--- config.mk ---
export PLATFORM = sky130hd
export DESIGN_NAME = uart_rx
export DESIGN_NICKNAME = d
export VERILOG_FILES = /design/src/rtl/uart_pkg.sv /design/src/rtl/sync2.sv /design/src/rtl/uart_rx.sv
export SDC_FILE = /design/constraint.sdc
export NUM_CORES = 1
export LEC_CHECK = 0
export ABC_AREA = 1
export CORE_UTILIZATION = 25
export CTS_BUF_LIST = sky130_fd_sc_hd__clkbuf_4
export DETAILED_ROUTE_END_ITERATION = 16
export PLACE_DENSITY = 0.5
export SYNTH_ARGS = -nofsm -noshare
export SYNTH_HDL_FRONTEND = slang
export SYNTH_SLANG_ARGS = --single-unit
--- constraint.sdc ---
create_clock -name clk -period 1.5 [get_ports clk]
set_input_delay 0.15 -clock clk [delete_from_list [all_inputs] [get_ports clk]]
set_output_delay 0.15 -clock clk [all_outputs]
set_load 0.02 [all_outputs]
--- src/rtl/uart_pkg.sv ---
// Shared UART definitions: receiver state encoding and the default bit timing
// for the 12 MHz board clock at 115200 baud.
package uart_pkg;

  // 12 MHz / 115200 baud, rounded to the nearest whole clock.
  localparam int DEFAULT_CLKS_PER_BIT = 104;

  typedef enum logic [2:0] {
    IDLE      = 3'd0,
    START     = 3'd1,
    DATA      = 3'd2,
    STOP      = 3'd3,
    WAIT_HIGH = 3'd4
  } rx_state_t;

endpackage

--- src/rtl/sync2.sv ---
// Generic two-flop synchronizer for a single asynchronous level input.
// RESET_VAL sets the flop value during reset. Choose the idle level of the
// line so that leaving reset does not look like an edge.
module sync2 #(
  parameter logic RESET_VAL = 1'b0
) (
  input  logic clk,
  input  logic reset,
  input  logic d,
  output logic q
);

  logic meta;

  // Two back-to-back flops give the first stage a full cycle to resolve.
  always_ff @(posedge clk or posedge reset) begin
    if (reset) begin
      meta <= RESET_VAL;
      q    <= RESET_VAL;
    end else begin
      meta <= d;
      q    <= meta;
    end
  end

endmodule

--- src/rtl/uart_rx.sv ---
// 8N1 UART receiver. The raw pad input is synchronized. A falling edge is
// confirmed at mid start bit, and each data bit is sampled at its centre.
// A good frame produces a one-cycle valid strobe with the byte on data.
// A frame whose stop bit is low produces a one-cycle frame_err strobe.
// After a bad stop bit the receiver waits for the line to go high, so a held
// break gives exactly one frame_err.
// The receiver returns to IDLE at mid stop bit. A start bit that follows
// directly is therefore still caught.
module uart_rx
  import uart_pkg::*;
#(
  parameter int CLKS_PER_BIT = DEFAULT_CLKS_PER_BIT
) (
  input  logic       clk,
  input  logic       reset,
  input  logic       rx,
  output logic [7:0] data,
  output logic       valid,
  output logic       frame_err,
  output logic       busy
);

  localparam int HALF_BIT = CLKS_PER_BIT / 2;
  localparam int CNT_W    = $clog2(CLKS_PER_BIT);

  localparam logic [CNT_W-1:0] HALF_LAST = CNT_W'(HALF_BIT - 1);
  localparam logic [CNT_W-1:0] BIT_LAST  = CNT_W'(CLKS_PER_BIT - 1);
  localparam logic [CNT_W-1:0] CNT_ONE   = CNT_W'(1);

  // Refuse to elaborate with a bit period the counters cannot handle.
  if (CLKS_PER_BIT < 4 || CLKS_PER_BIT > 65535) begin : g_bad_clks_per_bit
    $error("uart_rx: CLKS_PER_BIT must be in 4..65535");
  end

  logic rx_s;

  rx_state_t        state_q, state_d;
  logic [CNT_W-1:0] cnt_q, cnt_d;
  logic [2:0]       bit_idx_q, bit_idx_d;
  logic [7:0]       shift_q, shift_d;
  logic [7:0]       data_q, data_d;
  logic             valid_q, valid_d;
  logic             ferr_q, ferr_d;

  // The line idles high, so the synchronizer resets high to avoid a false start.
  sync2 #(
    .RESET_VAL(1'b1)
  ) u_sync (
    .clk  (clk),
    .reset(reset),
    .d    (rx),
    .q    (rx_s)
  );

  // State register for the frame FSM, its counters, and the output strobes.
  always_ff @(posedge clk or posedge reset) begin
    if (reset) begin
      state_q   <= IDLE;
      cnt_q     <= '0;
      bit_idx_q <= '0;
      shift_q   <= '0;
      data_q    <= '0;
      valid_q   <= 1'b0;
      ferr_q    <= 1'b0;
    end else begin
      state_q   <= state_d;
      cnt_q     <= cnt_d;
      bit_idx_q <= bit_idx_d;
      shift_q   <= shift_d;
      data_q    <= data_d;
      valid_q   <= valid_d;
      ferr_q    <= ferr_d;
    end
  end

  // Next-state logic: bit timing, data shifting, and stop-bit decision.
  always_comb begin
    state_d   = state_q;
    cnt_d     = cnt_q;
    bit_idx_d = bit_idx_q;
    shift_d   = shift_q;
    data_d    = data_q;
    valid_d   = 1'b0;
    ferr_d    = 1'b0;

    unique case (state_q)
      IDLE: begin
        if (!rx_s) begin
          state_d = START;
          cnt_d   = '0;
        end
      end

      START: begin
        if (cnt_q == HALF_LAST) begin
          cnt_d = '0;
          if (!rx_s) begin
            state_d   = DATA;
            bit_idx_d = '0;
          end else begin
            // The low level did not last to mid start bit, so treat it as line noise.
            state_d = IDLE;
          end
        end else begin
          cnt_d = cnt_q + CNT_ONE;
        end
      end

      DATA: begin
        if (cnt_q == BIT_LAST) begin
          cnt_d   = '0;
          // The line sends LSB first. Each bit enters at the MSB and moves down.
          shift_d = {rx_s, shift_q[7:1]};
          if (bit_idx_q == 3'd7) begin
            state_d = STOP;
          end else begin
            bit_idx_d = bit_idx_q + 3'd1;
          end
        end else begin
          cnt_d = cnt_q + CNT_ONE;
        end
      end

      STOP: begin
        if (cnt_q == BIT_LAST) begin
          cnt_d = '0;
          if (rx_s) begin
            data_d  = shift_q;
            valid_d = 1'b1;
            state_d = IDLE;
          end else begin
            ferr_d  = 1'b1;
            state_d = WAIT_HIGH;
          end
        end else begin
          cnt_d = cnt_q + CNT_ONE;
        end
      end

      WAIT_HIGH: begin
        if (rx_s) begin
          state_d = IDLE;
        end
      end

      default: begin
        state_d = IDLE;
        cnt_d   = '0;
      end
    endcase
  end

  assign data      = data_q;
  assign valid     = valid_q;
  assign frame_err = ferr_q;
  assign busy      = (state_q != IDLE);

endmodule
==> run metrics <==
VDD IR max 0.000306 V; row count 28; post-DP HPWL 2110 µm; clock power share 34.8%; M1 GR Usage 14.2%; CTS clk-pin slew, worst paths 0.12 ns; clock latency at the later pin of the worst-skew pair 0.34 ns; Total Wirelength 3000 µm; met2 usage 15.7%; RSZ-0062 raised after global routing yes; CP cell instances clkdlybuf4s50_1; Routed wire per std cell 9.97 µm; clk sinks 33; critical path type flip-flop to primary output; H-tree Lvls 2; largest fanout on the critical path 1; outcome finished, final reports clean; DRC violations left 0; diode count 0; Setup crit end kind primary output; CORE AREA 5990 µm²; Initial Util 26.4%; GR peak layer met2; via count of the routed design 1,249; Sw Ratio 24.2%; Port Buffers 13; DR iter-0 viols 64; pre-CTS setup slack -0.0297 ns; io pins 14; First-pass DRT Iterations 4; most frequent cells in the layout 48 x nand2_1, 30 x dfrtp_1, 29 x inv_1; Pwr per Cell Area 696 nW/µm²; crit path time final 1.43 ns; Finished Core Util 34.3%; share of cells above drive strength 1 21.7%; crit-path leading delay family buffers and inverters; Clock Tree Buf Depth 2; WP buf/inv 1; overall routing resource usage 10.7%; Lkg Pwr 1.13 nW; fin worst setup slack 0.0710 ns; total power 1.43 mW; Hold Slack 0.139 ns; combinational share of power 2.3%; placed insts 289; final antenna-violating net count 0; Die H 81.5 µm; Flop pwr share 62.9%; max-slew headroom at the worst pin 81.7%; final hold vios 0; number of CTS-inserted buffers 5; Slew Viols, Final 0; Worst Tran Pin Value 0.274 ns; register bit count reported by yosys 33; Avg Cell Area, Syn 8.35 µm²; Die ar. 6640 µm²; Root Buffer Master clkbuf_4; most common cell after layout, fill and taps aside nand2_1; CTS tree built; hold buffers post-CTS 0; vias in the first global route 1,143; WP data required 1.35 ns; GR met3 Demand/Resource 3.67%; initial antenna violation count 0; Max-Cap Viols 0; HP Class input pin to asynchronous set/reset pin; gpl congestion 0.760; crit-path max cell delay 0.59 ns; Final Skew 0.0156 ns; Cell Int Power 1.08 mW; synth warn 0; total grt overflow 0; sequential share of the synthesized area 52.5%; routed vias/inst 4.15; Crit path arrival time 1.28 ns; Startpoint Class flip-flop; first-pass GRT wire length 5250 µm; CP max-delay cell clkdlybuf4s50_1; synthesized area 1580 µm²; largest net degree at the start of global routing 34; final net count 231; Final setup viols 0; crit share post-route 95.3%; total net switching power 0.346 mW; Reg2Reg Setup Slack 0.08 ns; final non-filler cell total 301; fmax 700 MHz; post-synth cell types 22; die width 81.5 µm; Area Growth Syn to Fin 30.0%; Syn Inst Count 189; syn_nets 195
==> path summary, 6_finish.rpt <==
check | from | endpoint | cells past startpoint
max | frame_err | frame_err | 1
min | reset | frame_err | 3
max reg2reg | cnt_q[1] | bit_idx_q[1] | 9
min reg2reg | u_sync.meta | u_sync.q | 0
max in group asynchronous | reset | u_sync.meta | 3
min in group clk | rx | u_sync.meta | 1
==> registers in the layout, summed over array words and instances (netlist names) <==
register,flops
bit_idx_q,3
valid,1
cnt_q,7
data,8
frame_err,1
state_q,3
u_sync.meta,1
shift_q,8
u_sync.q,1
==> final cells by class <==
cell class,instances,area (µm²)
well taps,75,93.8
clock buffers,5,37.5
flip-flops and latches,33,830
fillers,623,3940
inverters,30,113
clock inverters,3,17.5
multi-input cells,125,659
repair buffers,30,302
==> Yosys cell counts (all sizes together) <==
cell type	count	share of area (%)
inv	30	7.1
ha	3	2.4
dfstp	2	3.3
o21ai	15	5.2
nor2	24	6.8
nand4	3	1.2
nand2	54	14
buf	2	1.4
nor3	2	1.3
xor2	2	1.1
nand3	14	4.4
dfrtp	31	49
a21oi	6	1.9
o21bai	1	0.48
==> per-stage QoR <==
| step | area, µm² | setup TNS (ns) |
|---|---|---|
| 5_1_grt | 2050 | -0.230 |
| 6_report | 2050 | 0 |
| 4_1_cts | 2000 | -0.000204 |
| 2_1_floorplan | 1580 | 0 |
| 3_5_place_dp | 1910 | -0.175 |
| 3_3_place_gp | 1910 | 0 |
==> routing by layer <==
| metal | wire [µm] | part of all wire [%] |
|---|---|---|
| met5 | 0 | 0 |
| met1 | 1500 | 50 |
| met4 | 47 | 1.6 |
| met3 | 111 | 3.7 |
| met2 | 1340 | 45 |
==> power by group through the flow <==
| stage | combinational, mW | sequential (mW) | clock, mW |
|---|---|---|---|
| after floorplan | 0.0166 | 0.914 | 0 |
| after global placement | 0.0349 | 0.915 | 0 |
| after detailed placement | 0.0348 | 0.915 | 0 |
| after CTS | 0.0347 | 0.898 | 0.524 |
| after global routing | 0.0379 | 0.899 | 0.568 |
| final | 0.0326 | 0.898 | 0.498 |
==> logic make-up after synthesis <==
logic type,count (synthesis),synth area share (%)
buffers and inverters,32,8.56
adder cells (fa/ha/maj),3,2.38
flip-flops,33,52.5
AND/OR/NAND/NOR,97,27.9
XOR/XNOR,2,1.11
AO/OA/AOI/OAI,22,7.61
==> what timing repair did <==
item,CTS,global route
endpoints found under the setup margin,12,38
resized for setup,7,21
pin swaps,2,9
buffers inserted,2,1
gates cloned,1,0
Power figures use the tool's default switching activity.
